## config.mk

```make
export PLATFORM = sky130hd
export DESIGN_NAME = msgpass_rd_addr_gen
export DESIGN_NICKNAME = d
export VERILOG_FILES = /design/src/rtl/memShare_config_pkg.sv /design/src/rtl/msgPass_config_pkg.sv /design/src/rtl/msgpass_wrap_cnt.sv /design/src/rtl/msgpass_rd_addr_gen.sv
export SDC_FILE = /design/constraint.sdc
export NUM_CORES = 1
export LEC_CHECK = 0
export CORE_ASPECT_RATIO = 0.9
export CORE_MARGIN = 5
export CORE_UTILIZATION = 53
export CTS_CLUSTER_DIAMETER = 80
export DETAILED_ROUTE_END_ITERATION = 10
export GPL_ROUTABILITY_DRIVEN = 0
export PLACE_DENSITY = 0.94
export SLEW_MARGIN = 20
export SYNTH_ARGS = -nofsm -noshare
export SYNTH_HDL_FRONTEND = slang
export SYNTH_HIERARCHICAL = 1
export SYNTH_SLANG_ARGS = --single-unit
export TNS_END_PERCENT = 20
```

## constraint.sdc

```tcl
create_clock -name sys_clk -period 3.65 [get_ports sys_clk]
set_input_delay 1.095 -clock sys_clk [delete_from_list [all_inputs] [get_ports sys_clk]]
set_output_delay 1.095 -clock sys_clk [all_outputs]
set_load 0.005 [all_outputs]
```

## src/rtl/memShare_config_pkg.sv

```systemverilog
// Shared configuration for the downstream memShare control path.
// Constants only; no logic, no latency.
// No flow control.
package memShare_config_pkg;
    localparam int MEMSHARE_DRC_NUM = 1;
endpackage

```

## src/rtl/msgPass_config_pkg.sv

```systemverilog
// Message-pass buffer geometry, read-sequencer states and buffer read latency.
// Constants only; no logic, no latency.
// No flow control.
package msgPass_config_pkg;
    localparam int MSGPASS_BUFF_ADDR_WIDTH = 3;
    localparam int MSGPASS_BUFF_DEPTH      = 5;
    localparam int MSGPASS_RD_LATENCY      = 1;

    typedef enum logic [1:0] {
        ST_IDLE  = 2'd0,
        ST_RUN   = 2'd1,
        ST_FLUSH = 2'd2,
        ST_DONE  = 2'd3
    } msgpass_rd_state_e;
endpackage

```

## src/rtl/msgpass_wrap_cnt.sv

```systemverilog
// Loadable address counter that wraps from DEPTH-1 back to 0.
// Latency: one cycle from load_i/inc_i to cnt_o.
// Holds its value whenever neither load_i nor inc_i is asserted.
module msgpass_wrap_cnt #(
    parameter int W     = 3,
    parameter int DEPTH = 5
) (
    input  logic         sys_clk,
    input  logic         rstn,
    input  logic         load_i,
    input  logic [W-1:0] load_val_i,
    input  logic         inc_i,
    output logic [W-1:0] cnt_o
);
    localparam logic [W-1:0] LAST = W'(DEPTH - 1);

    logic [W-1:0] cnt_q;
    logic [W-1:0] cnt_d;

    always_comb begin
        cnt_d = cnt_q;
        if (load_i) begin
            cnt_d = load_val_i;
        end else if (inc_i) begin
            cnt_d = (cnt_q == LAST) ? '0 : cnt_q + 1'b1;
        end
    end

    always_ff @(posedge sys_clk) begin
        if (!rstn) begin
            cnt_q <= '0;
        end else begin
            cnt_q <= cnt_d;
        end
    end

    assign cnt_o = cnt_q;
endmodule

```

## src/rtl/msgpass_rd_addr_gen.sv

```systemverilog
// Issues a run of wrapping read addresses into the message-pass buffer.
// Latency: first rd_en_o one cycle after start; rqst_valid_o trails rd_en_o by the buffer read latency.
// A DRC flag from downstream stalls the sequence, re-issuing the current entry until it clears.
module msgpass_rd_addr_gen #(
    parameter int MSGPASS_BUFF_ADDR_WIDTH = msgPass_config_pkg::MSGPASS_BUFF_ADDR_WIDTH,
    parameter int MSGPASS_BUFF_DEPTH      = msgPass_config_pkg::MSGPASS_BUFF_DEPTH,
    parameter int MEMSHARE_DRC_NUM        = memShare_config_pkg::MEMSHARE_DRC_NUM
) (
    input  logic                               sys_clk,
    input  logic                               rstn,
    input  logic                               buffer_read_begin_i,
    input  logic [MSGPASS_BUFF_ADDR_WIDTH-1:0] base_addr_i,
    input  logic [MSGPASS_BUFF_ADDR_WIDTH:0]   rqst_len_i,
    input  logic [MEMSHARE_DRC_NUM-1:0]        is_drc_i,
    output logic [MSGPASS_BUFF_ADDR_WIDTH-1:0] raddr_o,
    output logic                               rd_en_o,
    output logic                               rqst_valid_o,
    output logic                               busy_o,
    output logic                               done_o
);
    import msgPass_config_pkg::*;

    localparam int AW  = MSGPASS_BUFF_ADDR_WIDTH;
    localparam int LAT = MSGPASS_RD_LATENCY;
    localparam logic [AW:0] REM_ONE = (AW+1)'(1);

    msgpass_rd_state_e state_q;
    logic [AW:0]       remain_q;
    logic              rd_en_q;
    logic              busy_q;
    logic              done_q;
    logic [LAT-1:0]    vld_pipe_q;

    logic start;
    logic stall;
    logic addr_inc;

    assign start    = (state_q == ST_IDLE) && buffer_read_begin_i;
    assign stall    = |is_drc_i;
    assign addr_inc = (state_q == ST_RUN) && !stall;

    msgpass_wrap_cnt #(
        .W     (AW),
        .DEPTH (MSGPASS_BUFF_DEPTH)
    ) u_addr_cnt (
        .sys_clk    (sys_clk),
        .rstn       (rstn),
        .load_i     (start),
        .load_val_i (base_addr_i),
        .inc_i      (addr_inc),
        .cnt_o      (raddr_o)
    );

    always_ff @(posedge sys_clk) begin
        if (!rstn) begin
            state_q  <= ST_IDLE;
            remain_q <= '0;
            rd_en_q  <= 1'b0;
            busy_q   <= 1'b0;
            done_q   <= 1'b0;
        end else begin
            case (state_q)
                ST_IDLE: begin
                    if (buffer_read_begin_i) begin
                        remain_q <= rqst_len_i;
                        busy_q   <= 1'b1;
                        if (rqst_len_i != '0) begin
                            state_q <= ST_RUN;
                            rd_en_q <= 1'b1;
                        end else begin
                            state_q <= ST_DONE;
                            done_q  <= 1'b1;
                        end
                    end
                end
                ST_RUN: begin
                    if (!stall) begin
                        remain_q <= remain_q - 1'b1;
                        if (remain_q == REM_ONE) begin
                            state_q <= ST_FLUSH;
                            rd_en_q <= 1'b0;
                        end
                    end
                end
                ST_FLUSH: begin
                    state_q <= ST_DONE;
                    done_q  <= 1'b1;
                end
                default: begin
                    state_q <= ST_IDLE;
                    done_q  <= 1'b0;
                    busy_q  <= 1'b0;
                end
            endcase
        end
    end

    // rdata becomes valid LAT cycles after the address is presented
    always_ff @(posedge sys_clk) begin
        if (!rstn) begin
            vld_pipe_q <= '0;
        end else begin
            vld_pipe_q[0] <= rd_en_q;
            for (int i = 1; i < LAT; i++) begin
                vld_pipe_q[i] <= vld_pipe_q[i-1];
            end
        end
    end

    assign rd_en_o      = rd_en_q;
    assign rqst_valid_o = vld_pipe_q[LAT-1];
    assign busy_o       = busy_q;
    assign done_o       = done_q;
endmodule
```

### Word-level counts from Yosys, hierarchy flattened

Cells that the tools add are included.

| storage, ports and cells | value |
|---|---|
| memory bits (writable) | 0 |
| bits in registers | 13 |
| input port bits | 11 |
| ROM bits | 0 |
| latch bits | 0 |
| output and inout bits | 7 |
| memories kept | 0 |

| operators by class | value |
|---|---|
| bitwise gates (word level) | 2 |
| reductions and logical operators | 13 |
| add/sub/neg operators | 2 |
| shifts and indexed selects | 0 |
| eq/ne operators | 9 |
| mux-type cells | 21 |
| $lt $le $gt $ge | 0 |
| $mul | 0 |
| div/mod/pow operators | 0 |

Operator list:

| cell | count |
|---|---|
| 2-to-1 mux 3 bit | 3 |
| AND reduction 3 bit | 3 |
| 2-to-1 mux 2 bit | 4 |
| 2-to-1 mux 4 bit | 2 |
| one-hot mux 4 bit (2 select lines) | 1 |
| 2-to-1 mux 1 bit | 7 |
| != test 2 bit (second input constant) | 3 |
| one-hot mux 2 bit (3 select lines) | 1 |
| AND reduction 5 bit | 1 |
| equality test 4 x 1 -> 1 bit (second input constant) | 1 |
| != test 2 x 1 -> 1 bit (second input constant) | 2 |
| one-hot mux 1 bit (2 select lines) | 2 |
| nonzero test 2 bit | 2 |
| nonzero test 4 bit | 1 |
| subtractor 4 x 1 -> 4 bit (second input constant) | 1 |
| adder 3 x 1 -> 3 bit (second input constant) | 1 |
| equality test 3 bit (second input constant) | 1 |
| one-hot mux 1 bit (3 select lines) | 1 |
| equality test 2 x 1 -> 1 bit (second input constant) | 1 |
| equality test 2 bit (second input constant) | 1 |
| logical AND 1 bit | 2 |
| logical NOT 2 bit | 1 |
| NOT 1 bit | 2 |
| AND reduction 2 bit | 1 |
| 2 further kinds | 2 |

### Longest topological paths before layout

Gate-level depths: netlist of the first run.

| logic depth | value |
|---|---|
| depth in word-level cells | 4 |
| mapped depth | 8 |
| gate-level depth less buffers | 7 |

### By module

The synthesis of the first run kept the hierarchy.

By module, submodules not included:

| module | times used | cells an instance | area each (µm²) | sequential area each (µm²) |
|---|---|---|---|---|
| msgpass_rd_addr_gen | 1 | 81 | 689.4 | 200.2 |
| msgpass_wrap_cnt | 1 | 20 | 170.2 | 60.1 |

### Least setup slack after synthesis of the first run

Ideal clock, no wire load.

| path | value |
|---|---|
| path type | input to register |
| start point | in is_drc_i |
| end point | reg remain_q[1] |
| path slack | 1.443 ns |
| library setup time | 0.122 ns |
| stages on the path | 4 |
| buffers on the path | 1 |
| data arrival time | 2.086 ns |
| cell sequence | and2_1 buf_2 or3_4 o311a_1 |

| between the ends | value |
|---|---|
| word-level cells in the longest chain between the ends | 2 |

RTL lines:

| what | line | text |
|---|---|---|
| from (decl) | msgpass_rd_addr_gen.sv:14 | `input logic [MEMSHARE_DRC_NUM-1:0] is_drc_i,` |
| != test 2 bit (no source line) | n/a |  |
| AND reduction 3 bit (no source line) | n/a |  |
| to (signal assigned) | msgpass_rd_addr_gen.sv:65 | `remain_q <= rqst_len_i;` |
| to (signal assigned) | msgpass_rd_addr_gen.sv:78 | `remain_q <= remain_q - 1'b1;` |
| to (decl) | msgpass_rd_addr_gen.sv:28 | `logic [AW:0] remain_q;` |

Every way passes these cells.
A chain may end at the register's enable or synchronous reset.

### Final worst setup path of the first run

Ends and elaborated chain as after synthesis.

==> qor.txt, run 1 <==
max cap viols = 0
vias in the first global route = 711
num ports = 18
Cell variety after synth = 38
Global Route Usage Sum = 17.06%
Avg Inst Size Synth = 8.511 um2
Setup CP Type = primary input to flop
gr busiest metal = met2
flops & latches, synth = 13
chip width = 52.45 um
largest net degree at the start of global routing = 17
most common cell after layout, fill and taps aside = clkdlybuf4s50_1
Reg area = 260.3 um2
antenna cells = 0
Final HPWL DP = 1567 um
post-detailed-route wirelength per cell = 14.50 um
core box area = 1496 um2
Hold Vio Cnt, Final = 0
cts hold-fix bufs = 0
Synth Area in Compound Gates = 26.93%
prevailing post-synth register cell = dfxtp_1
DRC Markers = 0
worst skew pair latency = 270 ps
# resized after CTS = 0
Int Power = 481.0 uW
Synth Area in Adders = 11.64%
Pleak = 0.4347 nW
TritonCTS clock tree = yes
Max Slew Vio Count = 0
mux share of post-synthesis cell area = 2.329%
met1 global-route usage = 19.15%
cts bufs inserted = 3
first-pass GRT wire length = 3091 um
main combinational cell family by area after synthesis = compound AO/OA/AOI/OAI gates
syn nets = 120
post-synthesis simple-gate area fraction = 19.07%
net load switching power = 345.2 uW
total wire length = 2016 um
CTS root buffer = clkbuf_4
Final period util = 66.24%
Clock Sinks = 13
most frequent cells in the layout = clkdlybuf4s50_1 (17), inv_1 (13), dfxtp_1 (13), nand2_1 (8), ha_1 (8)
status = complete, no violations
GRT met2 Usage = 30.94%
post-layout util = 70.07%
flop2flop setup slack = 1570 ps
RSZ-0062 raised after global routing = no
Worst VDD drop = 0.3971 mV
crit path capture type = flop
sequential share of power = 30.7%
clock network fraction of total power = 10.7%
Clock Path Buffers = 2
Synth async-reset ratio = 0%
Cell Area, Synth = 859.6 um2
initial antenna violation count = 0
worst endpoint data arrival time = 2580 ps
multi-input combinational cell area = 515.5 um2
Vias/cell = 5.698
ratio of cells with drive above 1 in the final layout = 5.128%
H-tree depth = 1
Cell Pwr Density = 787.9 nW/um2
sequential area share after synthesis = 30.28%
postcts setup bufs = 0
drt first-iter violations = 15
worst-margin pin slew = 732.8 ps
Clock Skews = 2.138 ps
Fillers = 134
Die Ht = 48.21 um
Hold Crit Class = flop to flop
xor/xnor share of the synthesized area = 0%
critical path launch point type = primary input
PortBufs = 17
Post-Syn Instances = 101
Highest Clock Rate = 0.4136 GHz
gr ovfl total = 0
final setup vio count = 0
Max FO, Critical Path = 9
area delta synth->final = 21.98%
Routed Antenna Nets = 0
Period minus WS final = 2418 ps
DR vias = 792
grt met3 use = 6.728%
setup_tns = 0 ps
drt first pass iters = 4
Post-synth EDFFs = 0
relative slew slack = 50.70%
die footprint = 2528 um2
WP data required = 3810 ps
row count = 13
Comb pwr share = 58.6%
clk slew on worst S/H paths = 80 ps
final net count = 137
sw frac = 41.78%
Ys Warns = 6
initial core utilization = 57.44%
-- through the flow --
step	std cells	power, mW	setup WS, ps	cell area (um2)	hold slack, ps
after global routing	139	0.8947	1179	1049	519.4
after CTS	139	0.8281	1249	1049	491.4
after detailed placement	135	0.7314	961.1	1022	471.9
after global placement	135	0.7067	1020	1022	452.3
final	139	0.8261	1232	1049	480.6
after floorplan	101	0.6028	1443	859.6	456.7
-- per-layer routing --
layer  routed length [um]  share of wire (%)
met5                    0                  0
met4                    0                  0
met3                  126                6.3
met2                 1016                 50
met1                  873                 43
-- power by group through the flow --
stage               logic [mW]  clock network (mW)  registers [mW]
floorplan                0.355                   0           0.248
global placement         0.455                   0           0.252
detailed placement       0.475                   0           0.256
CTS                      0.481              0.0941           0.253
global route             0.533               0.101           0.261
finish                   0.484              0.0886           0.253
-- state kept, by name, indices dropped and copies added (netlist names) --
| name | cells |
|---|---|
| busy_o | 1 |
| done_o | 1 |
| rd_en_o | 1 |
| remain_q | 4 |
| rqst_valid_o | 1 |
| state_q | 2 |
| u_addr_cnt/cnt_o | 3 |
-- cell type report --
type	count	share of cell area [%]
clock buffer	4	2.506
inverter	13	4.654
multi-input combinational	70	49.16
sequential	13	24.82
tap	22	2.625
timing repair buffer	17	16.23
-- cell families (layout without fill, tap and decap cells) --
| group | count (synthesis) | after routing |
|---|---|---|
| AOI/OAI and AO/OA | 31 | 31 |
| and+or+nand+nor | 29 | 29 |
| buffers and inverters | 18 | 34 |
| DFF | 13 | 13 |
| adders and majority gates | 8 | 8 |
| muxes | 2 | 2 |
-- cell usage after synthesis (all sizes together), types with 2 or more instances --
cell type	instances	area [um2]
dfxtp	13	260.3
inv	13	48.80
ha	8	100.1
nand2	8	30.03
o21ai	6	30.03
nor2	5	18.77
a21oi	4	20.02
buf	3	27.52
nor2b	3	26.27
o211ai	3	22.52
a2111o	2	22.52
a2111oi	2	17.52
clkbuf	2	7.510
mux2i	2	20.02
nand2b	2	12.51
nor3	2	10.01
o311a	2	20.02
o31ai	2	15.01
o32ai	2	17.52
or3	2	17.52
-- final timing paths --
kind	cells after the start	endpoint	from
max	4	remain_q[1]	is_drc_i
min	2	busy_o	busy_o
max reg2reg	5	remain_q[1]	state_q[1]
min reg2reg	2	busy_o	busy_o
-- critical path, stage by stage --
cell and delay [ps]:
clkdlybuf4s50_1 420, and2_1 260, or3_4 420, o311a_1 370
Note: power is estimated with default switching activity, not from simulation.
==> run 2: changes to the inputs <==
- CORE_UTILIZATION: 53 -> 49
- PLACE_DENSITY: 0.94 -> 0.89
- clock period: 3.65 -> 2.5 ns (I/O delays scaled with it)
==> run 2 against run 1 <==
Against the previous run:
- first-iteration DRC count fell by 40%
- critical endpoint unchanged
- utilization fell by 5.6 points
- global-route usage fell by 1.8 points
- sequential power rose by 45%
- hold slack improved by 1.7 ps
- register-to-register slack got worse by 1100 ps
- clock skew rose by 4.8 ps
- total power rose by 44%
- via count rose by 0.38%
- die area rose by 6.5%
- highest routed layer is now met4
==> qor.txt, run 2 (synthesis results as in run 1) <==
status = complete, no violations
crit path capture type = flop
sw frac = 40.89% (-0.89 points)
total wire length = 1907 um (-5.4%)
Fillers = 146 (+9.0%)
Final HPWL DP = 1403 um (-10%)
Max FO, Critical Path = 9 (unchanged)
sequential share of power = 30.8% (about the same)
max cap viols = 0 (unchanged)
DRC Markers = 0 (unchanged)
setup_tns = 0 ps (unchanged)
post-route setup slack = 475.5 ps (-756.6 ps)
TritonCTS clock tree = yes
number of flip-flops in the largest register = 4 (unchanged)
largest reg by FF count = remain_q
chip width = 54.15 um (+3.2%)
Placed Cells = 140 (+3.7%)
RSZ-0062 raised after global routing = no
net load switching power = 487.6 uW (+41%)
drt first pass iters = 4 (unchanged)
clock network fraction of total power = 11.0% (+0.3 points)
Bufs and invs on worst path = 1 (unchanged)
PortBufs = 17 (unchanged)
DR vias = 795 (+0.38%)
row count = 14 (+1)
Cell Pwr Density = 1111 nW/um2 (+41%)
Hold Crit Class = flop to flop
worst endpoint data arrival time = 2190 ps (-390 ps)
CP max stage cell = clkdlybuf4s50_1
drt first-iter violations = 9 (-6)
final net count = 140 (+2.2%)
Max Slew Vio Count = 0 (unchanged)
die footprint = 2693 um2 (+6.5%)
kind of cell adding the most delay to the critical path = buffers and inverters
Clock Sinks = 13 (unchanged)
cts bufs inserted = 3 (unchanged)
worst-margin pin slew = 492.7 ps (-240.1 ps)
dpl ws = 194.6 ps (-766.5 ps)
# resized after CTS = 0 (unchanged)
core box area = 1664 um2 (+11%)
most frequent cells in the layout = clkdlybuf4s50_1 (17), inv_1 (13), dfxtp_1 (13), nand2_1 (8), ha_1 (8)
worst skew pair latency = 280 ps (about the same)
gr ovfl total = 0 (unchanged)
Routed Antenna Nets = 0 (unchanged)
Clock Path Buffers = 2 (unchanged)
initial core utilization = 51.65% (-5.8 points)
cells along the critical path = clkdlybuf4s50_1 -> nor2b_4 -> or3_4 -> o311a_1
most common cell after layout, fill and taps aside = clkdlybuf4s50_1
num ports = 18 (unchanged)
H-tree depth = 1 (unchanged)
Final period util = 80.98%
Comb pwr share = 58.2% (-0.4 points)
Worst VDD drop = 0.8549 mV (+120%)
postcts setup bufs = 0 (unchanged)
Reg area = 260.3 um2 (unchanged)
Die Ht = 49.74 um (+3.2%)
Hold Vio Cnt, Final = 0 (unchanged)
initial antenna violation count = 0 (unchanged)
cts hold-fix bufs = 0 (unchanged)
Period minus WS final = 2025 ps
area delta synth->final = 24.89%
Placed Area = 1047 um2 (+2.4%)
first-pass GRT wire length = 3063 um (-0.91%)
multi-input combinational cell area = 515.5 um2 (unchanged)
WP data required = 2660 ps (-1150 ps)
Clock Skews = 6.914 ps (+4.776 ps)
largest net degree at the start of global routing = 17 (unchanged)
final setup vio count = 0 (unchanged)
antenna cells = 0 (unchanged)
slowest cell delay on critical path = 580 ps (+160 ps)
Fin Hold WS = 482.3 ps (+1.740 ps)
non-filler cells, final = 144 (+3.6%)
relative slew slack = 67.15% (+16 points)
Int Power = 705.0 uW (+47%)
ratio of cells with drive above 1 in the final layout = 7.500% (+2.4 points)
post-detailed-route wirelength per cell = 13.24 um (-8.7%)
Highest Clock Rate = 0.4939 GHz
Vias/cell = 5.521 (-3.1%)
Global Route Usage Sum = 15.25% (-1.8 points)
Pleak = 0.4503 nW (+3.6%)
vias in the first global route = 734 (+3.2%)
clk slew on worst S/H paths = 80 ps (about the same)
post-route cell area = 1074 um2 (+2.4%)
critical path launch point type = primary input
Setup CP Type = primary input to flop
CTS root buffer = clkbuf_4
run 2: worst paths after layout:
path	from	end	slack, ps	cells past startpoint
worst min-delay path	busy_o	busy_o	480	2
worst max register to register	state_q[1]	remain_q[1]	520	5
worst min register to register	busy_o	busy_o	480	2
worst max-delay path	buffer_read_begin_i	remain_q[1]	480	4
run 2: power by group through the flow:
stage                     Combinational, mW  Clock, mW  Sequential, mW
after detailed placement              0.688          0           0.370
final                                 0.694      0.131           0.368
after global placement                0.672          0           0.365
after global routing                  0.767      0.143           0.381
after CTS                             0.694      0.137           0.367
after floorplan                       0.518          0           0.362
run 2: tightest hold or removal path, cell delays in order (launching register included):
cell	delay, ps
dfxtp_1	330
a21oi_1	40
nor2_1	70
run 2: area by class of cell:
class	instances	area share, %
timing repair buffer	20	17.95
clock buffer	4	2.448
multi-input combinational	70	48.02
tap	24	2.797
inverter	13	4.545
sequential	13	24.24
run 2: routing by layer:
layer / track usage (%) / wire length (um) / vias to the layer above
met3: 2.711 / 113 / 4
li1: - / - / 404
met4: 7.469 / 42 / 0
met2: 24.30 / 896 / 23
met1: 19.13 / 855 / 364
met5: 0 / 0 / -
run 2: through the flow:
step	util, %	total power [mW]
floorplan	-	0.8801
detailed placement	62.93	1.058
CTS	64.51	1.197
global placement	62.93	1.037
finish	64.51	1.193
global route	64.51	1.291
